## config.mk

```make
export PLATFORM = sky130hd
export DESIGN_NAME = ifetch_unit
export DESIGN_NICKNAME = d
export VERILOG_FILES = /design/src/rtl/ifetch_unit.sv
export SDC_FILE = /design/constraint.sdc
export NUM_CORES = 1
export LEC_CHECK = 0
export ABC_AREA = 1
export BUFFER_PORTS_ARGS = -buffer_cell sky130_fd_sc_hd__buf_2
export CORE_UTILIZATION = 55
export CTS_BUF_LIST = sky130_fd_sc_hd__clkbuf_4 sky130_fd_sc_hd__clkbuf_8 sky130_fd_sc_hd__clkbuf_16
export DETAILED_ROUTE_END_ITERATION = 7
export PLACE_DENSITY_LB_ADDON = 0.15
export SLEW_MARGIN = 20
export SYNTH_ARGS = -nofsm -noshare
export SYNTH_HDL_FRONTEND = slang
export SYNTH_SLANG_ARGS = --single-unit
```

## constraint.sdc

```tcl
create_clock -name clk -period 7.1 [get_ports clk]
set_input_delay 1.42 -clock clk [delete_from_list [all_inputs] [get_ports clk]]
set_output_delay 1.42 -clock clk [all_outputs]
set_load 0.01 [all_outputs]
```

## src/rtl/ifetch_unit.sv

```systemverilog
// ifetch_unit: fetch PC, IMEM address, prefetch FIFO and decode handshake
module ifetch_unit #(
  parameter int DEPTH = 4,
  parameter logic [15:0] RESET_PC = 16'h0000
) (
  input  logic        clk,
  input  logic        rst,
  output logic [15:0] imem_addr,
  input  logic [15:0] imem_instr,
  input  logic        halt,
  input  logic        redirect_valid,
  input  logic [15:0] redirect_pc,
  output logic        instr_valid,
  output logic [15:0] instr,
  output logic [15:0] instr_pc,
  input  logic        instr_ready
);
  localparam int AW = $clog2(DEPTH);
  logic [15:0] fetch_pc;
  logic [AW:0] count;
  logic [AW-1:0] rd_ptr, wr_ptr;
  logic [15:0] mem_instr [DEPTH];
  logic [15:0] mem_pc [DEPTH];
  logic push, pop;
  assign imem_addr = fetch_pc;
  assign instr_valid = (count != '0) & !redirect_valid;
  assign instr = mem_instr[rd_ptr];
  assign instr_pc = mem_pc[rd_ptr];
  assign pop = instr_valid & instr_ready;
  assign push = !halt & !redirect_valid & ((count < (AW+1)'(DEPTH)) | pop);
  // fetch pc, fifo pointers/count and storage; redirect flushes and wins over push/pop
  always_ff @(posedge clk or posedge rst)
    if (rst) begin
      fetch_pc <= RESET_PC;
      count <= '0;
      rd_ptr <= '0;
      wr_ptr <= '0;
      for (int i = 0; i < DEPTH; i++) begin
        mem_instr[i] <= '0;
        mem_pc[i] <= '0;
      end
    end else if (redirect_valid) begin
      fetch_pc <= redirect_pc;
      count <= '0;
      rd_ptr <= '0;
      wr_ptr <= '0;
    end else begin
      if (push) begin
        mem_instr[wr_ptr] <= imem_instr;
        mem_pc[wr_ptr] <= fetch_pc;
        wr_ptr <= wr_ptr + AW'(1);
        fetch_pc <= fetch_pc + 16'd1;
      end
      if (pop) rd_ptr <= rd_ptr + AW'(1);
      count <= (push & !pop) ? count + (AW+1)'(1) : (pop & !push) ? count - (AW+1)'(1) : count;
    end
endmodule

```

Word level (Yosys, flattened, before mapping)
Index checks and enable logic that the tools add are counted.
- $add $sub $neg: 5
- order comparisons: 4
- mux-type cells: 19
- bitwise logic cells: 10
- reduce and logical (&&, ||, !) cells: 10
- operators by type and width (operator ; count):
    64-bit bitwise mux ; 2
    16-bit 2-to-1 mux ; 7
    16-bit binary-select mux with 2-bit select ; 2
    16-bit demux with 2-bit select ; 1
    16-bit by 1-bit adder with 16-bit output (second input constant) ; 1
    3-bit 2-to-1 mux ; 3
    2-bit 2-to-1 mux ; 4
    1-bit bitwise AND ; 6
    3-bit greater-or-equal comparator (second input constant) ; 2
    2-bit inverter with 3-bit output ; 2
    3-bit nonzero test ; 2
    2-bit by 1-bit adder with 2-bit output (second input constant) ; 2
    1-bit zero test ; 4
    2-bit nonzero test ; 2
    3-bit by 1-bit adder with 3-bit output (second input constant) ; 1
    3-bit by 1-bit < comparator with 1-bit output (second input constant) ; 1
    3-bit < comparator (second input constant) ; 1
    3-bit by 1-bit subtractor with 3-bit output (second input constant) ; 1
    2-bit AND reduction ; 1
    1-bit logical AND ; 1
    1-bit inverter ; 1
    1-bit OR ; 1
- register bits: 151
- input bits: 37
- output and inout port bits: 49
- logic and storage cells: 60

Depth between registers and ports, before layout
- depth after elaboration: 10
- depth in mapped cells: 11
- depth with buffers taken out: 11

Worst setup path before layout
OpenSTA, ideal clock, no wires.
- path kind: input to output
- from: input redirect_valid
- to: output instr_valid
- arrival: 2.063 ns
- data required time: 5.680 ns
- setup slack: 3.617 ns
- stages on the path: 3
- path buffers: 2
- path through: clkbuf_1 clkbuf_1 a21oi_1
- word-level cells in the longest chain between the ends: 2
- RTL lines (item ; line ; source):
    start, declared ; 11 ; input logic redirect_valid,
    1-bit zero test ; 26 ; assign instr_valid = (count != '0) & !redirect_valid;
    1-bit bitwise AND ; 26 ;
    end, declared ; 13 ; output logic instr_valid,
No other way between the ends.

Final worst setup path
- from: register rd_ptr[1]
- to: output instr[7]
- word-level cells in the longest chain between the ends: 4
- RTL lines (item ; line ; source):
    start, declared ; 21 ; logic [AW-1:0] rd_ptr, wr_ptr;
    start signal, assigned ; 54 ; if (pop) rd_ptr <= rd_ptr + AW'(1);
    2-bit inverter with 3-bit output (implied by the code) ; 27 ; assign instr = mem_instr[rd_ptr];
    16-bit binary-select mux with 2-bit select ; 27 ;
    16-bit 2-to-1 mux (implied by the code) (2 in series) ; 27 ;
    end, declared ; 14 ; output logic [15:0] instr,
No other way between the ends. The select of a mux whose other input is x is not followed.

==> flow_metrics.py <==
metrics = {
    "die": {
        "pin_count": 86,
        "die_w_um": 117,
        "start_util_pct": 57.1,
        "core_area_um2": 12800,
        "rows": 41,
        "die_h_um": 117,
        "die-area_um2": 13800,
    },
    "pwr": {
        "finalPower_w": 0.00305,
        "ir_drop_mv": 0.170,
        "power_density_nw_per_um2": 364,
        "p_sw_share_pct": 32.3,
        "power_frac_seq_pct": 44.5,
        "comb_power_share_pct": 26.4,
        "power.leakage_nw": 3.99,
        "p_switching_w": 0.000987,
        "internal-power_w": 0.00207,
        "power.clock.fraction_pct": 29.1,
    },
    "synthesis": {
        "synth_area_leaders": "dfrtp_1 (52%), nand2_1 (13%), o21ai_0 (10%)",
        "synth_top_family_by_area": "compound AO/OA/AOI/OAI gates",
        "synth_compound_area_share_pct": 20.3,
        "ys_warn_count": 0,
        "ys_seq_area_share_pct": 51.6,
        "synthMuxAreaShare_pct": 0,
        "synth_top_cell_area_share_pct": 51.6,
        "synthCells": 896,
        "synth-simple-area-share_pct": 20.1,
        "synth_fp_nets": 939,
        "synth_cell_types": 31,
        "ys.flop_type": "dfrtp_1",
        "syn_avg_cell_area_um2": 8.18,
        "yosysTopAreaCell": "dfrtp_1",
        "syn_area_um2": 7330,
        "synth_xor_area_share_pct": 0.478,
        "ys_ff_latch": 151,
        "synth_enable_flop_cells": 0,
        "synth_most_common_cell": "nand2_1",
        "synth_common_cells": "nand2_1 (261), dfrtp_1 (151), o21ai_0 (147)",
        "synth_adder_area_share_pct": 1.13,
        "synth-async-reset-ratio_pct": 100,
    },
    "drt": {
        "ant_nets": 0,
        "vias_per_cell": 5.58,
        "wire_per_inst_um": 15.7,
        "dr.pass1.iters": 5,
        "drt_iter0_drc": 530,
        "routed_wl_um": 17800,
        "num_vias": 6333,
        "drcViolationCount": 0,
    },
    "placement": {
        "port_buffers": 85,
        "dp_hpwl_um": 10700,
        "routabilityCongestion": 0.841,
    },
    "global_route": {
        "grt_max_degree": 80,
        "track_usage_pct": 27.6,
        "grt_pass1_vias": 6074,
        "antenna_found_initial": 0,
        "globalRouteOverflowTotal": 0,
        "grt_pass1_wl_um": 30400,
    },
    "cells_and_area": {
        "nNetsFinal": 993,
        "multi_input_area_um2": 3080,
        "area_delta_synth_final_pct": 14.4,
        "seq_area_um2": 3780,
        "antenna_cells": 0,
        "num-fill-cells": 1115,
        "final_layout_size_suffix_gt1_share_pct": 14.1,
        "post-route-util_pct": 65.3,
    },
    "worst_setup_path": {
        "critPathLaunchType": "register",
        "path_cells": "clkinv_1 > buf_4 > a21oi_1 > o21ai_0 > o21ai_0 > buf_2",
        "worstSetupPathType": "register to output port",
        "cp.arrival_ns": 3.05,
        "required_ns": 5.68,
        "critPathSlowestCell": "clkinv_1",
        "critPathMaxStageDelay_ns": 0.81,
        "cpMostUsedCell": "o21ai_0",
        "worstPathMaxFanout": 24,
        "crit_path_end_kind": "output port",
    },
    "run": {
        "cap_violations": 0,
    },
    "clock_tree": {
        "clockBufferDepth": 2,
        "cts_tree": "built",
        "holdBufCountCts": 0,
        "clkTransAtPathRegs_ns": 0.06,
        "cts_resized": 0,
        "root_buffer": "clkbuf_16",
        "cts_buffers": 17,
        "clock_latency_ns": 0.42,
        "post_cts_buffers": 0,
        "cts_num_sinks": 151,
        "htreeDepth": 4,
    },
    "sta": {
        "drv_slew": 0,
        "tightestPinTransition_ns": 1.09,
        "hold_slack_ns": 0.483,
        "clock_skew_ns": 0.00549,
        "rsz0062_at_grt": "no",
        "fmax_ghz": 0.224,
        "setup_tns_ns": 0,
        "hold_violations": 0,
        "fin_crit_ns": 4.47,
        "finalSetupViolCount": 0,
        "relSlewSlack_pct": 27.4,
        "finalCritPeriodShare_pct": 63.0,
    },
    "hold_path": {
        "hp-class": "register to register",
    },
    "status": {
        "status": "finished, final reports clean",
    },
}
==> routing by layer <==
metal | GRT usage, % | part of all wire (%)
met1 | 39.9 | 48
met2 | 42.7 | 46
met3 | 4.18 | 5.0
met4 | 8.69 | 1.1
met5 | 0 | 0
==> power by group through the flow <==
stage / Sequential (W) / Combinational, W / Clock, W
after floorplan: 0.00133 / 0.000575 / 0
after global placement: 0.00136 / 0.000781 / 0
after detailed placement: 0.00137 / 0.000804 / 0
after CTS: 0.00136 / 0.000808 / 0.000896
after global routing: 0.00140 / 0.000917 / 0.000932
final: 0.00136 / 0.000807 / 0.000888
==> cell families (layout without fill, tap and decap cells) <==
kind of cell               Yosys count  count (layout)
AOI/OAI and AO/OA                  260             260
xor gates and xnor gates             4               4
adders and majority gates            6               6
buffers and inverters              108             175
DFF                                151             151
and+or+nand+nor                    367             367
==> metrics by stage <==
step / instance area (um2) / instances / worst slack [ns]
2_1_floorplan: 7330 / 896 / 1.62
3_3_place_gp: 7740 / 1101 / 3.11
3_5_place_dp: 7740 / 1101 / 3.12
4_1_cts: 8330 / 1133 / 2.65
5_1_grt: 8380 / 1135 / 2.43
6_report: 8380 / 1135 / 2.63
==> final timing paths <==
path	start	to	slack, ns	cells past startpoint
worst max register to register	count[2]$_DFFE_PP0P_	mem_pc[43]$_DFFE_PP0P_	4.56	7
min in group asynchronous	rst	mem_pc[61]$_DFFE_PP0P_	1.11	2
max in group asynchronous	rst	mem_pc[34]$_DFFE_PP0P_	4.59	3
worst max-delay path	rd_ptr[1]$_DFFE_PP0P_	instr[7]	2.63	6
worst min-delay path	mem_pc[44]$_DFFE_PP0P_	mem_pc[44]$_DFFE_PP0P_	0.48	1
worst min register to register	mem_pc[44]$_DFFE_PP0P_	mem_pc[44]$_DFFE_PP0P_	0.48	1
==> final cells by class <==
class	instances	area share (%)
inverters	51	2.37
multi-input cells	637	36.8
flip-flops and latches	151	45.1
well taps	172	2.57
clock buffers	25	6.24
repair buffers	92	6.18
clock inverters	7	0.791
==> sequential cells by signal (all words and copies together) (netlist names) <==
signal,cells
count,3
imem_addr,16
mem_pc,64
wr_ptr,2
mem_instr,64
rd_ptr,2
==> worst max-delay path, delay by kind of cell (launching register included) <==
| family | cells | cell delay (ns) |
|---|---|---|
| compound gates | 3 | 0.36 |
| buf+inv | 3 | 1.47 |
| flops | 1 | 0.80 |
==> layout by cell type (no fill, tap or decap), types with 2 or more instances in the layout <==
| master | netlist | layout |
|---|---|---|
| inv_2 | 1 | 2 |
| dfrtp_1 | 151 | 151 |
| nand3_1 | 24 | 24 |
| clkbuf_16 | 0 | 17 |
| nand2_1 | 261 | 261 |
| nand4_1 | 4 | 4 |
| a21oi_1 | 15 | 15 |
| o21ai_1 | 16 | 16 |
| ha_1 | 5 | 5 |
| nor2_1 | 66 | 66 |
| clkinv_1 | 3 | 2 |
| o21a_1 | 52 | 52 |
| buf_16 | 0 | 2 |
| clkinv_2 | 0 | 4 |
| xor2_1 | 3 | 3 |
| buf_2 | 17 | 85 |
| o21ai_0 | 147 | 147 |
| buf_4 | 6 | 5 |
| nor2_4 | 4 | 4 |
| clkbuf_8 | 0 | 6 |
| nor3_1 | 5 | 5 |
| o211ai_1 | 7 | 7 |
| o22ai_1 | 21 | 21 |
| inv_1 | 46 | 45 |
| clkbuf_4 | 0 | 2 |
Power figures use the tool's default switching activity.
